--- config.mk ---
export PLATFORM = sky130hd
export DESIGN_NAME = pwm_duty_ramp_flat
export DESIGN_NICKNAME = d
export VERILOG_FILES = /design/src/rtl/pwm_pkg.sv /design/src/rtl/pwm_duty_ramp_if.sv /design/src/rtl/pwm_phase_counter.sv /design/src/rtl/pwm_duty_ramp.sv /design/src/flat_wrapper.sv
export SDC_FILE = /design/constraint.sdc
export NUM_CORES = 1
export LEC_CHECK = 0
export CORE_ASPECT_RATIO = 1.25
export CORE_MARGIN = 5
export CORE_UTILIZATION = 42
export CTS_BUF_LIST = sky130_fd_sc_hd__clkbuf_2
export DETAILED_ROUTE_END_ITERATION = 12
export RECOVER_POWER = 25
export SLEW_MARGIN = 25
export SYNTH_ARGS = -nofsm -noshare
export SYNTH_HDL_FRONTEND = slang
export SYNTH_SLANG_ARGS = --single-unit
--- constraint.sdc ---
create_clock -name clk_i -period 8.1 [get_ports clk_i]
set_input_delay 1.62 -clock clk_i [delete_from_list [all_inputs] [get_ports clk_i]]
set_output_delay 1.62 -clock clk_i [all_outputs]
set_load 0.02 [all_outputs]
--- src/rtl/pwm_pkg.sv ---
`default_nettype none
// ============================================================================
//  Module      : pwm_pkg
//  Description : Shared types for the PWM block family (duty ramp, pwm core).
//  Revision    : 1.0 - initial release
// ============================================================================
package pwm_pkg;

  // Ramp controller state encoding, shared with the pwm core.
  typedef enum logic [1:0] {
    IDLE      = 2'd0,
    RAMP_UP   = 2'd1,
    RAMP_DOWN = 2'd2
  } ramp_state_e;

endpackage : pwm_pkg
`default_nettype wire

--- src/rtl/pwm_duty_ramp_if.sv ---
`default_nettype none
// ============================================================================
//  Module      : pwm_duty_ramp_if
//  Description : Target request handshake (target/step/rate with valid/ready).
//  Revision    : 1.0 - initial release
// ============================================================================
interface pwm_duty_ramp_if #(
  parameter int COUNTER_WIDTH = 8,
  parameter int RATE_WIDTH    = 8
);
  logic [COUNTER_WIDTH-1:0] target_i;
  logic [COUNTER_WIDTH-1:0] step_i;
  logic [RATE_WIDTH-1:0]    rate_i;
  logic                     target_valid_i;
  logic                     target_ready_o;

  // Requester side: presents a new target and waits for ready.
  modport master (
    output target_i, step_i, rate_i, target_valid_i,
    input  target_ready_o
  );

  // Ramp controller side.
  modport slave (
    input  target_i, step_i, rate_i, target_valid_i,
    output target_ready_o
  );
endinterface : pwm_duty_ramp_if
`default_nettype wire

--- src/rtl/pwm_phase_counter.sv ---
`default_nettype none
// ============================================================================
//  Module      : pwm_phase_counter
//  Description : Free-running PWM phase counter, advances while enabled and
//                wraps naturally from all-ones to zero.
//  Revision    : 1.0 - initial release
// ============================================================================
module pwm_phase_counter #(
  parameter int WIDTH = 8
) (
  input  wire logic             clk_i,
  input  wire logic             a_rst_n_i,
  input  wire logic             enable_i,
  output logic [WIDTH-1:0]      phase_o
);

  localparam logic [WIDTH-1:0] PHASE_ONE = {{(WIDTH-1){1'b0}}, 1'b1};

  logic [WIDTH-1:0] phase_q;
  logic [WIDTH-1:0] phase_d;

  // Next phase: count up while enabled, otherwise hold.
  always_comb begin
    phase_d = phase_q;
    if (enable_i) begin
      phase_d = phase_q + PHASE_ONE;
    end
  end

  // Phase register.
  always_ff @(posedge clk_i or negedge a_rst_n_i) begin
    if (!a_rst_n_i) begin
      phase_q <= '0;
    end else begin
      phase_q <= phase_d;
    end
  end

  assign phase_o = phase_q;

endmodule : pwm_phase_counter
`default_nettype wire

--- src/rtl/pwm_duty_ramp.sv ---
`default_nettype none
// ============================================================================
//  Module      : pwm_duty_ramp
//  Description : Ramps a PWM duty value toward a requested target in
//                saturating steps, one step every rate_i PWM periods. Duty
//                only changes on the cycle the phase counter wraps.
//  Revision    : 1.0 - initial release
// ============================================================================
module pwm_duty_ramp
  import pwm_pkg::*;
#(
  parameter int COUNTER_WIDTH = 8,
  parameter int RATE_WIDTH    = 8
) (
  input  wire logic                     clk_i,
  input  wire logic                     a_rst_n_i,
  input  wire logic                     enable_i,
  input  wire logic                     abort_i,
  pwm_duty_ramp_if.slave                tgt_if,
  output logic [COUNTER_WIDTH-1:0]      duty_o,
  output logic                          busy_o,
  output logic                          done_o
);

  localparam int W = COUNTER_WIDTH;
  localparam int R = RATE_WIDTH;
  localparam logic [R-1:0] RATE_ONE = {{(R-1){1'b0}}, 1'b1};

  ramp_state_e  state_q,    state_d;
  logic [W-1:0] duty_q,     duty_d;
  logic [W-1:0] target_q,   target_d;
  logic [W-1:0] step_q,     step_d;
  logic [R-1:0] reload_q,   reload_d;
  logic [R-1:0] rate_cnt_q, rate_cnt_d;
  logic         done_q,     done_d;

  logic [W-1:0] phase;
  logic         boundary;
  logic [R-1:0] reload_in;
  logic [W:0]   sum;
  logic [W:0]   diff;
  logic [W-1:0] stepped;

  pwm_phase_counter #(.WIDTH(W)) u_phase (
    .clk_i     (clk_i),
    .a_rst_n_i (a_rst_n_i),
    .enable_i  (enable_i),
    .phase_o   (phase)
  );

  // A boundary is the enabled cycle on which the phase wraps to zero.
  assign boundary  = enable_i && (phase == '1);
  // A rate of 0 behaves like 1: reload value is max(rate,1)-1.
  assign reload_in = (tgt_if.rate_i == '0) ? '0 : (tgt_if.rate_i - RATE_ONE);

  // Candidate duty after one step, computed one bit wider and clamped at the target.
  always_comb begin
    sum     = {1'b0, duty_q} + {1'b0, step_q};
    diff    = {1'b0, duty_q} - {1'b0, step_q};
    stepped = target_q;
    if (step_q == '0) begin
      stepped = target_q;
    end else if (state_q == RAMP_UP) begin
      stepped = (sum >= {1'b0, target_q}) ? target_q : sum[W-1:0];
    end else begin
      // diff[W] set means the subtraction went below zero.
      stepped = (diff[W] || (diff[W-1:0] <= target_q)) ? target_q : diff[W-1:0];
    end
  end

  // Next-state and datapath update for the ramp FSM; abort overrides everything.
  always_comb begin
    state_d    = state_q;
    duty_d     = duty_q;
    target_d   = target_q;
    step_d     = step_q;
    reload_d   = reload_q;
    rate_cnt_d = rate_cnt_q;
    done_d     = 1'b0;

    case (state_q)
      IDLE: begin
        if (tgt_if.target_valid_i) begin
          target_d   = tgt_if.target_i;
          step_d     = tgt_if.step_i;
          reload_d   = reload_in;
          rate_cnt_d = reload_in;
          if (tgt_if.target_i > duty_q) begin
            state_d = RAMP_UP;
          end else if (tgt_if.target_i < duty_q) begin
            state_d = RAMP_DOWN;
          end else begin
            done_d = 1'b1;
          end
        end
      end
      RAMP_UP, RAMP_DOWN: begin
        if (boundary) begin
          if (rate_cnt_q == '0) begin
            duty_d     = stepped;
            rate_cnt_d = reload_q;
            if (stepped == target_q) begin
              state_d = IDLE;
              done_d  = 1'b1;
            end
          end else begin
            rate_cnt_d = rate_cnt_q - RATE_ONE;
          end
        end
      end
      default: begin
        state_d = IDLE;
      end
    endcase

    if (abort_i) begin
      state_d = IDLE;
      duty_d  = duty_q;
      done_d  = 1'b0;
    end
  end

  // State and datapath registers.
  always_ff @(posedge clk_i or negedge a_rst_n_i) begin
    if (!a_rst_n_i) begin
      state_q    <= IDLE;
      duty_q     <= '0;
      target_q   <= '0;
      step_q     <= '0;
      reload_q   <= '0;
      rate_cnt_q <= '0;
      done_q     <= 1'b0;
    end else begin
      state_q    <= state_d;
      duty_q     <= duty_d;
      target_q   <= target_d;
      step_q     <= step_d;
      reload_q   <= reload_d;
      rate_cnt_q <= rate_cnt_d;
      done_q     <= done_d;
    end
  end

  assign duty_o                = duty_q;
  assign done_o                = done_q;
  assign busy_o                = (state_q == RAMP_UP) || (state_q == RAMP_DOWN);
  assign tgt_if.target_ready_o = (state_q == IDLE);

endmodule : pwm_duty_ramp
`default_nettype wire

--- src/flat_wrapper.sv ---
// flat-port wrapper written by rule: the top's interface ports become plain ports
module pwm_duty_ramp_flat import pwm_pkg::*;
#(
  parameter int COUNTER_WIDTH = 8,
  parameter int RATE_WIDTH    = 8
)
  (clk_i, a_rst_n_i, enable_i, abort_i, duty_o, busy_o, done_o, tgt_if_target_i, tgt_if_step_i, tgt_if_rate_i, tgt_if_target_valid_i, tgt_if_target_ready_o);
  pwm_duty_ramp_if #(.COUNTER_WIDTH(COUNTER_WIDTH), .RATE_WIDTH(RATE_WIDTH)) tgt_if_i ();
  input  wire logic clk_i;
  input  wire logic a_rst_n_i;
  input  wire logic enable_i;
  input  wire logic abort_i;
  output logic [COUNTER_WIDTH-1:0] duty_o;
  output logic busy_o;
  output logic done_o;
  input wire logic [$bits(tgt_if_i.target_i)-1:0] tgt_if_target_i;
  input wire logic [$bits(tgt_if_i.step_i)-1:0] tgt_if_step_i;
  input wire logic [$bits(tgt_if_i.rate_i)-1:0] tgt_if_rate_i;
  input wire logic [$bits(tgt_if_i.target_valid_i)-1:0] tgt_if_target_valid_i;
  output wire logic [$bits(tgt_if_i.target_ready_o)-1:0] tgt_if_target_ready_o;
  assign tgt_if_i.target_i = tgt_if_target_i;
  assign tgt_if_i.step_i = tgt_if_step_i;
  assign tgt_if_i.rate_i = tgt_if_rate_i;
  assign tgt_if_i.target_valid_i = tgt_if_target_valid_i;
  assign tgt_if_target_ready_o = tgt_if_i.target_ready_o;
  pwm_duty_ramp #(.COUNTER_WIDTH(COUNTER_WIDTH), .RATE_WIDTH(RATE_WIDTH)) u_core (.clk_i(clk_i), .a_rst_n_i(a_rst_n_i), .enable_i(enable_i), .abort_i(abort_i), .tgt_if(tgt_if_i), .duty_o(duty_o), .busy_o(busy_o), .done_o(done_o));
endmodule
Word-level counts from Yosys, hierarchy flattened
Cells that the tools add are included.

storage, ports and cells
  register bits = 51
  input port bits = 29
  word-level logic and storage cells = 67

cells by class
  equal/unequal tests = 11
  mux-type cells = 25
  $add $sub $neg = 5
  bitwise logic cells = 1
  order comparisons = 4
  reductions and logical operators = 13

operator list
  kind                   number
  $mux W8                8
  $logic_not A8 Y1       3
  $pmux W8 S2            1
  $sub A8 B1 Y8 const B  2
  $mux W2                7
  $add A8 B8 Y9          1
  $ge A9 B8 Y1           1
  $ne A3 B2 Y1 const B   3
  $sub A8 B8 Y9          1
  $add A8 B1 Y8 const B  1
  $eq A8 B8 Y1           1
  $eq A8 B8 Y1 const B   1
  $gt A8 B8 Y1           1
  $le A8 B8 Y1           1
  $lt A8 B8 Y1           1
  $mux W1                7
  $reduce_and A5 Y1      1
  $ne A4 B2 Y1 const B   1
  $pmux W2 S2            1
  $reduce_and A4 Y1      1
  $ne A3 B3 Y1 const B   1
  $reduce_and A3 Y1      1
  $eq A2 B1 Y1 const B   1
  $eq A2 B2 Y1 const B   1
  other kinds (10)       11

Logic depth before layout (Yosys ltp)
  depth in word-level cells = 12
  mapped depth = 18
  gate-level depth less buffers = 18

Cells and area by module
A second synthesis with hierarchy kept.

unflattened totals
  cells, all modules = 494
  area total of the unflattened synthesis = 4,393.0 um^2

by module, submodules not included
  module             cells an instance  area an instance (um^2)  instances
  pwm_duty_ramp      468                4,055.1                  1
  pwm_phase_counter  26                 337.8                    1

Least setup slack after synthesis
No wires, ideal clock.

  kind = flip-flop to flip-flop
  start = register u_core.duty_q[0] (netlist: u_core.duty_o[0])
  end = register u_core.state_q[0]
  library setup time = 0.079 ns
  arrival = 3.834 ns
  required time = 8.021 ns
  path buffers = 0
  cell stages (with the launch flop) = 19
  path slack = 4.187 ns
  period minus slack after synthesis = 3.913 ns
  path through = dfrtp_1 inv_1 ha_1 inv_1 fa_1 a21o_2 a22oi_2 and2b_1 xnor2_1 ha_1 nand4_1 o22ai_1 a211o_1 a21oi_4 nand2b_1 a311o_1 nor4b_4 a21oi_2 mux2i_1

on the way
  cells in the longest elaborated chain, start to end = 9

ends and longest elaborated chain
  item                         line                  text
  start, declared              pwm_duty_ramp.sv:30   logic [W-1:0] duty_q, duty_d;
  start signal, assigned       pwm_duty_ramp.sv:135  duty_q <= duty_d;
  $sub A8 B8 Y9                pwm_duty_ramp.sv:59   diff = {1'b0, duty_q} - {1'b0, step_q};
  $le A8 B8 Y1                 pwm_duty_ramp.sv:67   stepped = (diff[W] || (diff[W-1:0] <= target_q)) ? target_q : diff[W-1:0];
  $logic_or A1 B1 Y1           pwm_duty_ramp.sv:67
  $mux W8                      pwm_duty_ramp.sv:67
  $mux W8                      pwm_duty_ramp.sv:63   end else if (state_q == RAMP_UP) begin
  $mux W8                      pwm_duty_ramp.sv:61   if (step_q == '0) begin
  $eq A8 B8 Y1                 pwm_duty_ramp.sv:102  if (stepped == target_q) begin
  $ne A3 B2 Y1 (no line)       -
  $reduce_and A5 Y1 (no line)  -
  end signal, assigned         pwm_duty_ramp.sv:134  state_q <= state_d;
  end, declared                pwm_duty_ramp.sv:29   ramp_state_e state_q, state_d;

Several ways; a longest one is shown, not always the timed one. The select of a mux whose other input is x is not followed.
A chain may end at the register's enable or synchronous reset.

Worst setup path after layout
Ends and elaborated chain as after synthesis.

==> impl_metrics.env <==
export IMPL_outcome="complete, but fails checks"
export IMPL_violations="capacitance limit, slew limit"
export IMPL_mostFrequentLayoutCells="dfrtp_1, nand2_1, ha_1"
export IMPL_yosys_warnings=0
export IMPL_placementRows=42
export IMPL_antenna_found_initial=0
export IMPL_die_width_um=103
export IMPL_hold_buffers=0
export IMPL_drive_gt1_share_pct=11.4
export IMPL_crit_fanout=8
export IMPL_endpoint="u_core.state_q[0]"
export IMPL_stdcell_area_sq_um=5120
export IMPL_startpoint_type="flip-flop"
export IMPL_placed_area_sq_um=5030
export IMPL_viasPerCell=5.78
export IMPL_synth_edf_count=0
export IMPL_cts_made_buffers=5
export IMPL_grt_usage_pct=19.3
export IMPL_seq_area_frac_synth_pct=28.1
export IMPL_grt_pass1_wl_mm=19.8
export IMPL_net_switching_power_uw=803
export IMPL_synth_net_count=579
export IMPL_final_nets=613
export IMPL_grt_max_degree=52
export IMPL_pwr_share_clk_pct=10.4
export IMPL_r2r_cells=18
export IMPL_wire_per_inst_um=18.0
export IMPL_ys_ff_latch=51
export IMPL_h_tree_depth=2
export IMPL_clock_path_buffers=2
export IMPL_core_sq_um=10600
export IMPL_path_cells="inv_1, ha_1, inv_1, fa_1, a21o_2, a22oi_2, and2b_1, xnor2_1, ha_1, a21oi_1, nand2_1, a21oi_1, a21oi_4, o21ai_2, o311ai_4, nor4b_4, a21oi_2, mux2i_1"
export IMPL_synth_top_area_cell="dfrtp_1"
export IMPL_clkLatencyLatePin_ps=480
export IMPL_min_period_over_period_pct=56.8
export IMPL_drc_errors=0
export IMPL_dp_hpwl_mm=9.44
export IMPL_slowest_stage="dfrtp_1"
export IMPL_synth_area_leaders="dfrtp_1, ha_1, nand2_1, o21ai_0, mux2_2"
export IMPL_rr_endpoint="u_core.state_q[0]"
export IMPL_synth_flop_cell="dfrtp_1"
export IMPL_clock_sinks=51
export IMPL_area_growth_pct=12.9
export IMPL_syn_inst=501
export IMPL_synthArstFlopShare_pct=100
export IMPL_p_leak_nw=2.19
export IMPL_setup_viol=0
export IMPL_max_stage_delay_ps=520
export IMPL_fmax_ghz=0.217
export IMPL_slew_violations=52
export IMPL_start_util_pct=43.0
export IMPL_portBuffers=39
export IMPL_cts_resized=0
export IMPL_setup_tns_ps=0
export IMPL_synth_top_area_share_pct=28.1
export IMPL_crit_type="reg2reg"
export IMPL_num_vias=3860
export IMPL_fin_worst_skew_ps=47.7
export IMPL_cap_violations=1
export IMPL_fin_crit_ps=4600
export IMPL_crit_start="u_core.duty_o[0]"
export IMPL_drt_pass1_iter_count=7
export IMPL_clk_pin_slew_worst_paths_ps=280
export IMPL_grt_overflow=0
export IMPL_hp_start="u_core.u_phase.phase_o[7]"
export IMPL_diodes=0
export IMPL_slew_headroom_pct=-91.2
export IMPL_p_per_area_nw_per_um2=328
export IMPL_cts_tree="done"
export IMPL_switching_share_pct=47.8
export IMPL_totalWireLength_mm=12.0
export IMPL_fp_dieH_um=126
export IMPL_hold_viol=0
export IMPL_synth_cell_area_sq_um=4540
export IMPL_cts_setup_buffers=0
export IMPL_final_common_cell="dfrtp_1"
export IMPL_rsz0062_at_grt="no"
export IMPL_cp_data_arrival_time_ps=4960
export IMPL_worstMarginPinSlew_ps=2870
export IMPL_avgSynthCellArea_sq_um=9.06
export IMPL_end_kind="flip-flop"
export IMPL_ios=40
export IMPL_cp_required_ps=8460
export IMPL_r2r_start="u_core.duty_o[0]"
export IMPL_dieArea_sq_um=13000
export IMPL_r2r_slack_ps=3500
export IMPL_cts_root_buffer="clkbuf_2"
export IMPL_antenna_left=0
export IMPL_p_int_uw=878
export IMPL_first_iter_violations=199
export IMPL_share_seq_of_total_power_pct=28.1
export IMPL_irDropWorstVdd_mv=0.186
export IMPL_pwr_share_comb_pct=61.5
export IMPL_synth_cell_types=76
export IMPL_gp_congestion=0.922
export IMPL_grt_pass1_vias=3971
export IMPL_hold_class="reg2reg"
-- per-layer routing --
metal  GRT usage [%]  wire length (um)
met1            22.6              4780
met2            34.1              6330
met3            2.49               401
met4            8.77               516
met5               0                 0
-- cell type report --
type | count | area [sq um]
Multi-Input combinational cell | 393 | 3030
Timing Repair Buffer | 42 | 404
Clock inverter | 2 | 60.1
Clock buffer | 6 | 30.0
Tap cell | 132 | 165
Fill cell | 1008 | 5440
Sequential cell | 51 | 1280
Inverter | 42 | 158
-- cell families (layout without fill, tap and decap cells) --
group,count (synthesis),count (layout),share of synthesized area (%)
fa+ha+maj,49,49,13.8
buf+inv,57,92,5.32
xor+xnor,31,31,6.29
flops,51,51,28.1
mux,25,25,5.96
simple gates,145,145,17.3
compound gates,143,143,23.1
-- cell usage after synthesis, drive strengths merged (4+ instances only) --
| library cell | instances |
|---|---|
| dfrtp | 51 |
| nand2 | 50 |
| ha | 47 |
| inv | 42 |
| o21ai | 39 |
| a21oi | 28 |
| nor2 | 26 |
| xnor2 | 19 |
| mux2 | 16 |
| xor2 | 11 |
| a21o | 10 |
| clkbuf | 10 |
| nand2b | 10 |
| nor3 | 10 |
| mux2i | 9 |
| nand4 | 9 |
| o31ai | 9 |
| a211o | 8 |
| o22ai | 8 |
| nand3 | 7 |
| nor2b | 7 |
| o211ai | 7 |
| a211oi | 5 |
| buf | 5 |
| o21a | 5 |
| a22oi | 4 |
| and3 | 4 |
| nor3b | 4 |
| nor4 | 4 |
-- critical path: cells and delay by family (launching register included) --
family                     cells  cell delay (ps)
adders and majority gates      3              930
and+or+nand+nor                3              550
buffers and inverters          2              150
xor gates and xnor gates       1              230
AOI/OAI and AO/OA              8             1990
muxes                          1              130
DFF                            1              520
-- worst min-delay path by stage --
stage | to | slack (ps) | depth (start not counted)
final | u_core.u_phase.phase_o[7] | 480 | 1
after global routing | u_core.u_phase.phase_o[7] | 510 | 1
after CTS | u_core.u_phase.phase_o[7] | 490 | 1
after detailed placement | u_core.u_phase.phase_o[7] | 450 | 1
after global placement | u_core.u_phase.phase_o[7] | 450 | 1
after floorplan | u_core.u_phase.phase_o[7] | 440 | 1
-- power groups by stage --
stage	Combinational, mW	Sequential [mW]	Clock [mW]
floorplan	0.810	0.434	0
global placement	1.00	0.473	0
detailed placement	1.02	0.476	0
CTS	1.03	0.471	0.182
global route	1.15	0.485	0.189
finish	1.03	0.472	0.175
-- sequential cells by signal, indices dropped and copies added (netlist names) --
register,flops
u_core.state_q,2
u_core.target_q,8
u_core.reload_q,8
u_core.u_phase.phase_o,8
u_core.rate_cnt_q,8
u_core.duty_o,8
u_core.done_o,1
u_core.step_q,8
-- stage by stage --
stage | setup WS (ps) | instances | total power, mW | utilization, % | hold WS, ps
after floorplan | 4190 | 501 | 1.24 | - | 438
after global placement | 3690 | 660 | 1.48 | 47.6 | 454
after detailed placement | 3570 | 660 | 1.50 | 47.6 | 455
after CTS | 3530 | 668 | 1.68 | 48.4 | 487
after global routing | 3280 | 668 | 1.82 | 48.5 | 513
final | 3500 | 668 | 1.68 | 48.5 | 479
No activity file was read; power rests on OpenSTA's default activity.
